File: src/rtl/instr_fetch.sv
// instr_fetch: PC owner and instruction fetch with one-deep sequential prefetch
module instr_fetch #(
  parameter int AddrWidth = 32,
  parameter int InstrWidth = 32,
  parameter logic [AddrWidth-1:0] ResetPc = '0,
  parameter logic [InstrWidth-1:0] NopInstr = 32'h0000_0013
) (
  input  logic                  clk,
  input  logic                  reset,
  input  logic [2:0]            pcOp,
  input  logic [AddrWidth-1:0]  pcWriteData,
  output logic                  imemReq,
  output logic [AddrWidth-1:0]  imemAddr,
  input  logic                  imemReady,
  input  logic [InstrWidth-1:0] imemRdata,
  output logic [InstrWidth-1:0] instr,
  output logic [AddrWidth-1:0]  pcReadData,
  output logic                  instrValid
);
  typedef enum logic [1:0] {S_IDLE, S_WAIT, S_VALID, S_DROP} state_t;

  state_t                r_state, w_state_n;
  logic                  r_req, w_req_n;
  logic [AddrWidth-1:0]  r_addr, w_addr_n;
  logic [AddrWidth-1:0]  r_pc, w_pc_n;
  logic [InstrWidth-1:0] r_instr, w_instr_n;
  logic [AddrWidth-1:0]  r_pc_rd, w_pc_rd_n;
  logic                  r_pf_full, w_pf_full_n;
  logic [InstrWidth-1:0] r_pf_instr, w_pf_instr_n;
  logic [AddrWidth-1:0]  r_pf_addr, w_pf_addr_n;

  // A response only counts while our own request is up; stray readies are ignored.
  logic                 w_rdy;
  logic [AddrWidth-1:0] w_next;
  logic [AddrWidth-1:0] w_tgt;
  assign w_rdy  = r_req && imemReady;
  assign w_next = r_pc_rd + AddrWidth'(4);
  assign w_tgt  = pcWriteData & ~AddrWidth'(3);

  assign imemReq    = r_req;
  assign imemAddr   = r_addr;
  assign instrValid = (r_state == S_VALID);
  assign instr      = instrValid ? r_instr : NopInstr;
  assign pcReadData = r_pc_rd;

  // State register and all datapath registers.
  always_ff @(posedge clk or negedge reset) begin
    if (!reset) begin
      r_state    <= S_IDLE;
      r_req      <= 1'b0;
      r_addr     <= ResetPc;
      r_pc       <= ResetPc;
      r_instr    <= NopInstr;
      r_pc_rd    <= ResetPc;
      r_pf_full  <= 1'b0;
      r_pf_instr <= NopInstr;
      r_pf_addr  <= ResetPc;
    end else begin
      r_state    <= w_state_n;
      r_req      <= w_req_n;
      r_addr     <= w_addr_n;
      r_pc       <= w_pc_n;
      r_instr    <= w_instr_n;
      r_pc_rd    <= w_pc_rd_n;
      r_pf_full  <= w_pf_full_n;
      r_pf_instr <= w_pf_instr_n;
      r_pf_addr  <= w_pf_addr_n;
    end
  end

  // Next-state: demand fetch, prefetch into the buffer, pcOp handling and stale-response drop.
  always_comb begin
    w_state_n    = r_state;
    w_req_n      = r_req;
    w_addr_n     = r_addr;
    w_pc_n       = r_pc;
    w_instr_n    = r_instr;
    w_pc_rd_n    = r_pc_rd;
    w_pf_full_n  = r_pf_full;
    w_pf_instr_n = r_pf_instr;
    w_pf_addr_n  = r_pf_addr;
    case (r_state)
      S_IDLE: begin
        w_req_n   = 1'b1;
        w_addr_n  = r_pc;
        w_state_n = S_WAIT;
      end
      S_WAIT: begin
        if (w_rdy) begin
          w_instr_n = imemRdata;
          w_pc_rd_n = r_addr;
          w_req_n   = 1'b0;
          w_state_n = S_VALID;
        end
      end
      S_DROP: begin
        if (w_rdy) begin
          w_addr_n  = r_pc;
          w_state_n = S_WAIT;
        end
      end
      default: begin
        if (pcOp == 3'b001) begin
          if (w_rdy) begin
            w_pf_full_n  = 1'b1;
            w_pf_instr_n = imemRdata;
            w_pf_addr_n  = r_addr;
            w_req_n      = 1'b0;
          end else if (!r_pf_full && !r_req) begin
            w_req_n  = 1'b1;
            w_addr_n = w_next;
          end
        end else if (pcOp == 3'b010) begin
          w_pf_full_n = 1'b0;
          w_pc_n      = w_tgt;
          w_state_n   = (r_req && !w_rdy) ? S_DROP : S_WAIT;
          if (!r_req || w_rdy) begin
            w_req_n  = 1'b1;
            w_addr_n = w_tgt;
          end
        end else if (r_pf_full) begin
          w_instr_n   = r_pf_instr;
          w_pc_rd_n   = r_pf_addr;
          w_pf_full_n = 1'b0;
        end else if (w_rdy) begin
          w_instr_n = imemRdata;
          w_pc_rd_n = r_addr;
          w_req_n   = 1'b0;
        end else begin
          w_state_n = S_WAIT;
          if (!r_req) begin
            w_req_n  = 1'b1;
            w_addr_n = w_next;
          end
        end
      end
    endcase
  end
endmodule

File: config.mk
export PLATFORM = sky130hd
export DESIGN_NAME = instr_fetch
export DESIGN_NICKNAME = d
export VERILOG_FILES = /design/src/rtl/instr_fetch.sv
export SDC_FILE = /design/constraint.sdc
export NUM_CORES = 1
export LEC_CHECK = 0
export ABC_AREA = 1
export BUFFER_PORTS_ARGS = -buffer_cell sky130_fd_sc_hd__buf_2
export CAP_MARGIN = 20
export CORE_ASPECT_RATIO = 1.4
export CORE_MARGIN = 2
export CORE_UTILIZATION = 45
export CTS_BUF_LIST = sky130_fd_sc_hd__clkbuf_8
export DETAILED_ROUTE_END_ITERATION = 8
export MAX_ROUTING_LAYER = met4
export PLACE_DENSITY = 0.66
export SLEW_MARGIN = 20
export SYNTH_ARGS = -nofsm -noshare
export SYNTH_HDL_FRONTEND = slang
export SYNTH_SLANG_ARGS = --single-unit
export TNS_END_PERCENT = 30
File: constraint.sdc
create_clock -name clk -period 2.5 [get_ports clk]
set_input_delay 0.25 -clock clk [delete_from_list [all_inputs] [get_ports clk]]
set_output_delay 0.25 -clock clk [all_outputs]
set_load 0.005 [all_outputs]
* Yosys cells after proc, flatten, opt, wreduce, memory -nomap -nowiden
Cells that the tools add are included.
** Word-level totals
- Output and inout port bits :: 98
- Logic and storage cells :: 93
- Bits in registers :: 194
- Input bits :: 70
** Operators by class
- Reduce and logical (&&, ||, !) cells :: 17
- Add/subtract/negate cells :: 1
- Eq/ne operators :: 21
- Bitwise gates (word level) :: 5
- Muxes and demuxes :: 40
** Operator list (number)
- 32-bit two-way mux :: 18
- 32-bit one-hot mux with 2 select lines :: 2
- 32-bit one-hot mux with 3 select lines :: 1
- 32-bit by 3-bit adder with 32-bit output (second input constant) :: 1
- 5-bit by 1-bit inequality test with 1-bit output (second input constant) :: 5
- 2-bit two-way mux :: 7
- 1-bit two-way mux :: 10
- 5-bit by 2-bit inequality test with 1-bit output (second input constant) :: 2
- 5-bit AND reduction :: 2
- 3-bit AND reduction :: 3
- 4-bit by 1-bit inequality test with 1-bit output (second input constant) :: 2
- 4-bit by 2-bit inequality test with 1-bit output (second input constant) :: 2
- 8-bit AND reduction :: 1
- 2-bit inequality test (second input constant) :: 3
- 2-bit one-hot mux with 3 select lines :: 1
- 1-bit inverter :: 5
- 2-bit == test (second input constant) :: 2
- 2-bit by 1-bit inequality test with 1-bit output (second input constant) :: 2
- 3-bit by 1-bit == test with 1-bit output (second input constant) :: 1
- 3-bit by 2-bit == test with 1-bit output (second input constant) :: 1
- 1-bit logical AND :: 3
- 1-bit zero test :: 3
- 1-bit one-hot mux with 3 select lines :: 1
- 3-bit OR reduction :: 1
- 5 further kinds :: 5

* Depth between registers and ports, before layout
- Word-level depth :: 7
- Gate-level depth with buffers :: 14
- Gate-level depth less buffers :: 12

* Worst setup path before layout
No wires, ideal clock.
- Kind :: reg-to-reg
- Start :: reg r_state[1]
- End :: reg r_addr[25], in the netlist imemAddr[25]
- Buffers on the path :: 2
- Arrival :: 1.637 ns
- Setup slack :: 0.742 ns
- Stages on the path, launching flop included :: 8
- Setup time :: 0.121 ns
- Required time :: 2.379 ns
- Period minus slack after synthesis :: 1.758 ns
- Path through :: dfrtp_1 -> inv_1 -> ha_1 -> clkbuf_1 -> clkbuf_1 -> nor2_1 -> nor2_1 -> a21oi_1
** On the way
- Cells in the longest elaborated chain, start to end :: 3
- Elaborated cells on any way between the ends :: 13
- Classes of those cells :: eq/ne (9); mux (1); bitwise (1); reduce/logical (2)
** RTL lines
- start, declared :: line 22 : state_t r_state, w_state_n;
- start signal, assigned :: line 59 : r_state <= w_state_n;
- 2-bit == test (tied with other cells) :: line 82 : case (r_state)
- 5-bit by 2-bit inequality test with 1-bit output (no line) (tied with other cells)
- 8-bit AND reduction (no line)
- end signal, assigned :: line 51 : r_addr <= ResetPc;
- end signal, assigned :: line 61 : r_addr <= w_addr_n;
- end, declared :: line 24 : logic [AddrWidth-1:0] r_addr, w_addr_n;
Several ways; a longest one is shown, not always the timed one.
A chain may end at the register's enable or synchronous reset.

* Worst setup path after layout
- Start :: reg r_req, in the netlist imemReq
- End :: reg r_addr[1], in the netlist imemAddr[1]
** On the way
- Cells in the longest elaborated chain, start to end :: 4
- Elaborated cells on any way between the ends :: 11
- Classes of those cells :: eq/ne (6); reduce/logical (5)
** RTL lines
- start, declared :: line 23 : logic r_req, w_req_n;
- start signal, assigned :: line 60 : r_req <= w_req_n;
- 1-bit zero test / 1-bit logical AND (equally long branches)
- 1-bit logical OR / 1-bit logical AND (equally long branches) :: line 117, 109
- 5-bit by 2-bit inequality test with 1-bit output (no line) / 4-bit by 2-bit inequality test with 1-bit output (equally long branches)
- 8-bit AND reduction (no line) *
Every way passes the cells marked *; elsewhere a longest branch is shown, timed or not.

==> flow_metrics.tcl <==
set metrics [dict create \
    area_delta_synth_final_pct 19.0 \
    cts_post_setup_buffers_inserted 0 \
    grt_usage 0.251 \
    coreArea_um2 23100 \
    rsz0062_at_grt "false" \
    diodes 0 \
    postRouteAntennaNets 0 \
    place_hpwl_um 20500 \
    ff_latch_area_um2 4860 \
    portBuffers 165 \
    place.gp.congestion 1.01 \
    cts_buffers 17 \
    max_slew_margin 0.629 \
    netlist_instances 1388 \
    p_per_area_nw_per_um2 1190 \
    io_pins 168 \
    seq_area_frac_synth 0.462 \
    grt_max_degree 116 \
    die_area_um2 24600 \
    hold_viol 0 \
    p_leak_uw 0.00629 \
    drive_above_1_share 0.170 \
    routed_via_density 5.18 \
    cts_hold_buf 44 \
    ys.warnings.count 0 \
    slowest_delay_ns 0.45 \
    syn-cell-area_um2 10500 \
    fin_skew_ns 0.0197 \
    post_cts_resized 0 \
    tightest_slew_ns 0.557 \
    synth_commonest_cells "nand2_1 (326), inv_1 (212), dfrtp_1 (188)" \
    tritoncts "yes" \
    numClockSinks 194 \
    cts-root-buf "clkbuf_8" \
    post_layout_nonfiller_instances 1880 \
    syn_area_per_cell_um2 7.58 \
    period_needed_ns 2.22 \
    setup_viol 0 \
    slowest_stage "inv_4" \
    die_h_um 185 \
    crit_type "reg -> reg" \
    status "finished, final reports clean" \
    dp.cells 1804 \
    synth_edf_count 0 \
    crit_path_end_kind "register" \
    grt_pass1_wl_um 47200 \
    wl_per_cell_um 15.9 \
    crit_fanout 38 \
    drt_first_pass_iters 6 \
    clk_pin_slew_worst_paths_ns 0.10 \
    multi_input_area_um2 4460 \
    num_vias 9736 \
    clock.fmax_mhz 450 \
    holdCritPathClass "in -> reg" \
    netlist-cell-type-count 33 \
    setup_tns_ns 0 \
    routed_wl_um 29900 \
    period_share 0.889 \
    start_util 0.455 \
    synthArstFlopShare 1.00 \
    yosys.area.top_type_share 0.447 \
    synth_nets 1465 \
    yosysTopAreaCell "dfrtp_1" \
    overflow 0 \
    insertion_delay_ns 0.49 \
    drv_slew 0 \
    grt_pass1_vias 9027 \
    htree_levels 4 \
    start_kind "register" \
    antenna_found_initial 0 \
    synth_flop_cell "dfrtp_1" \
    maxCapViolations 0 \
    clock_path_buffers 2 \
    nets 1638 \
    required_ns 2.90 \
    peakVddDrop_uv 703 \
    yosysMostFrequentCell "nand2_1" \
    rows 66 \
    arrival_ns 2.62 \
    path_cells "nand2_2 -> clkinv_2 -> nand3_1 -> nand2_2 -> nor2_4 -> nand2_4 -> inv_4 -> nand3_1 -> o21ai_1" \
    synth.area.top_cells "dfrtp_1 (45%), nand2_1 (12%), o21ai_0 (8.2%), inv_1 (7.6%), o211ai_1 (7.4%)" \
    drc 0 \
    die_w_um 133 \
    drt_iter0_markers 598 \
    fillCellCount 2274 \
    yosys_register_bits 194 \
]
## report_power, final
group	total, µW	internal (µW)	switching [µW]
clock	2160	877	1290
sequential	5520	4510	1010
combinational	7180	2630	4540
total	14900	8020	6840
## per-stage QoR
step                hold slack (ns)  utilization  instance area, µm²  setup WS, ns  power, µW
floorplan                   -0.0456            -               10500         0.742      10400
global placement              0.168        0.504               11700         0.348      12400
detailed placement            0.167        0.504               11700         0.280      12700
CTS                         0.00104        0.541               12500         0.259      14900
global route                 0.0239        0.541               12500        0.0930      16200
finish                       0.0319        0.541               12500         0.278      14900
## cells by family (layout without fill, tap and decap cells)
| kind of cell | Yosys count | count (layout) | synth area share |
|---|---|---|---|
| mux | 15 | 15 | 0.0161 |
| simple gates | 516 | 516 | 0.195 |
| fa+ha+maj | 7 | 7 | 0.00833 |
| xor+xnor | 3 | 3 | 0.00250 |
| flops | 194 | 194 | 0.462 |
| compound gates | 357 | 357 | 0.201 |
| buf+inv | 296 | 482 | 0.114 |
## cell usage in the layout, fill, tap and decap left out, types with 2 or more instances in the layout
cell type and count:
buf_2 164, dfstp_2 6, inv_6 2, dfrtp_1 188
mux2_2 15, o21ai_2 5, nand2_2 9, o21ai_1 3
clkinvlp_4 2, clkinv_2 2, nor2_1 130, inv_8 7
o21ai_0 173, nand3_1 45, dlygate4sd3_1 44, nand2_1 326
xor2_1 3, a21oi_1 57, o221ai_1 13, ha_1 7
o211ai_1 103, buf_4 17, clkbuf_8 19, buf_12 9
inv_1 211
## state kept, by name (all words and copies together) (netlist names)
| name | flops |
|---|---|
| pcReadData | 32 |
| r_instr | 32 |
| r_state | 2 |
| r_pf_addr | 32 |
| r_pf_instr | 32 |
| r_pf_full | 1 |
| imemAddr | 32 |
| imemReq | 1 |
| r_pc | 30 |
## path summary, 6_finish.rpt
kind	startpoint	end	slack, ns	cells past startpoint
max in group asynchronous	reset	r_pf_instr[1]$_DFFE_PN1P_	1.51	3
worst max register to register	imemReq$_DFFE_PN0P_	imemAddr[1]$_DFFE_PN0P_	0.28	9
worst max-delay path	imemReq$_DFFE_PN0P_	imemAddr[1]$_DFFE_PN0P_	0.28	9
worst min register to register	r_pc[16]$_DFFE_PN0P_	r_pc[16]$_DFFE_PN0P_	0.50	2
worst min-delay path	pcWriteData[16]	r_pc[16]$_DFFE_PN0P_	0.03	3
min in group asynchronous	reset	r_pf_instr[20]$_DFFE_PN0P_	0.21	2
## per-layer routing
metal / global-route usage / part of all wire
met3: 0.0348 / 0.036
met1: 0.313 / 0.44
met5: - / 0
met4: 0.103 / 0.037
met2: 0.415 / 0.48
## critical path, delay by kind of cell (launching register included)
kind                   cells  cell delay (ns)
AOI/OAI and AO/OA          1             0.11
DFF                        1             0.43
and+or+nand+nor            6             0.97
buffers and inverters      2             0.62
## area by class of cell
class	instances	share of cell area
clock inverters	14	0.0133
multi-input cells	898	0.357
clock buffers	18	0.0198
repair buffers	235	0.126
well taps	306	0.0306
flip-flops and latches	194	0.388
inverters	215	0.0649
Power figures use the tool's default switching activity.
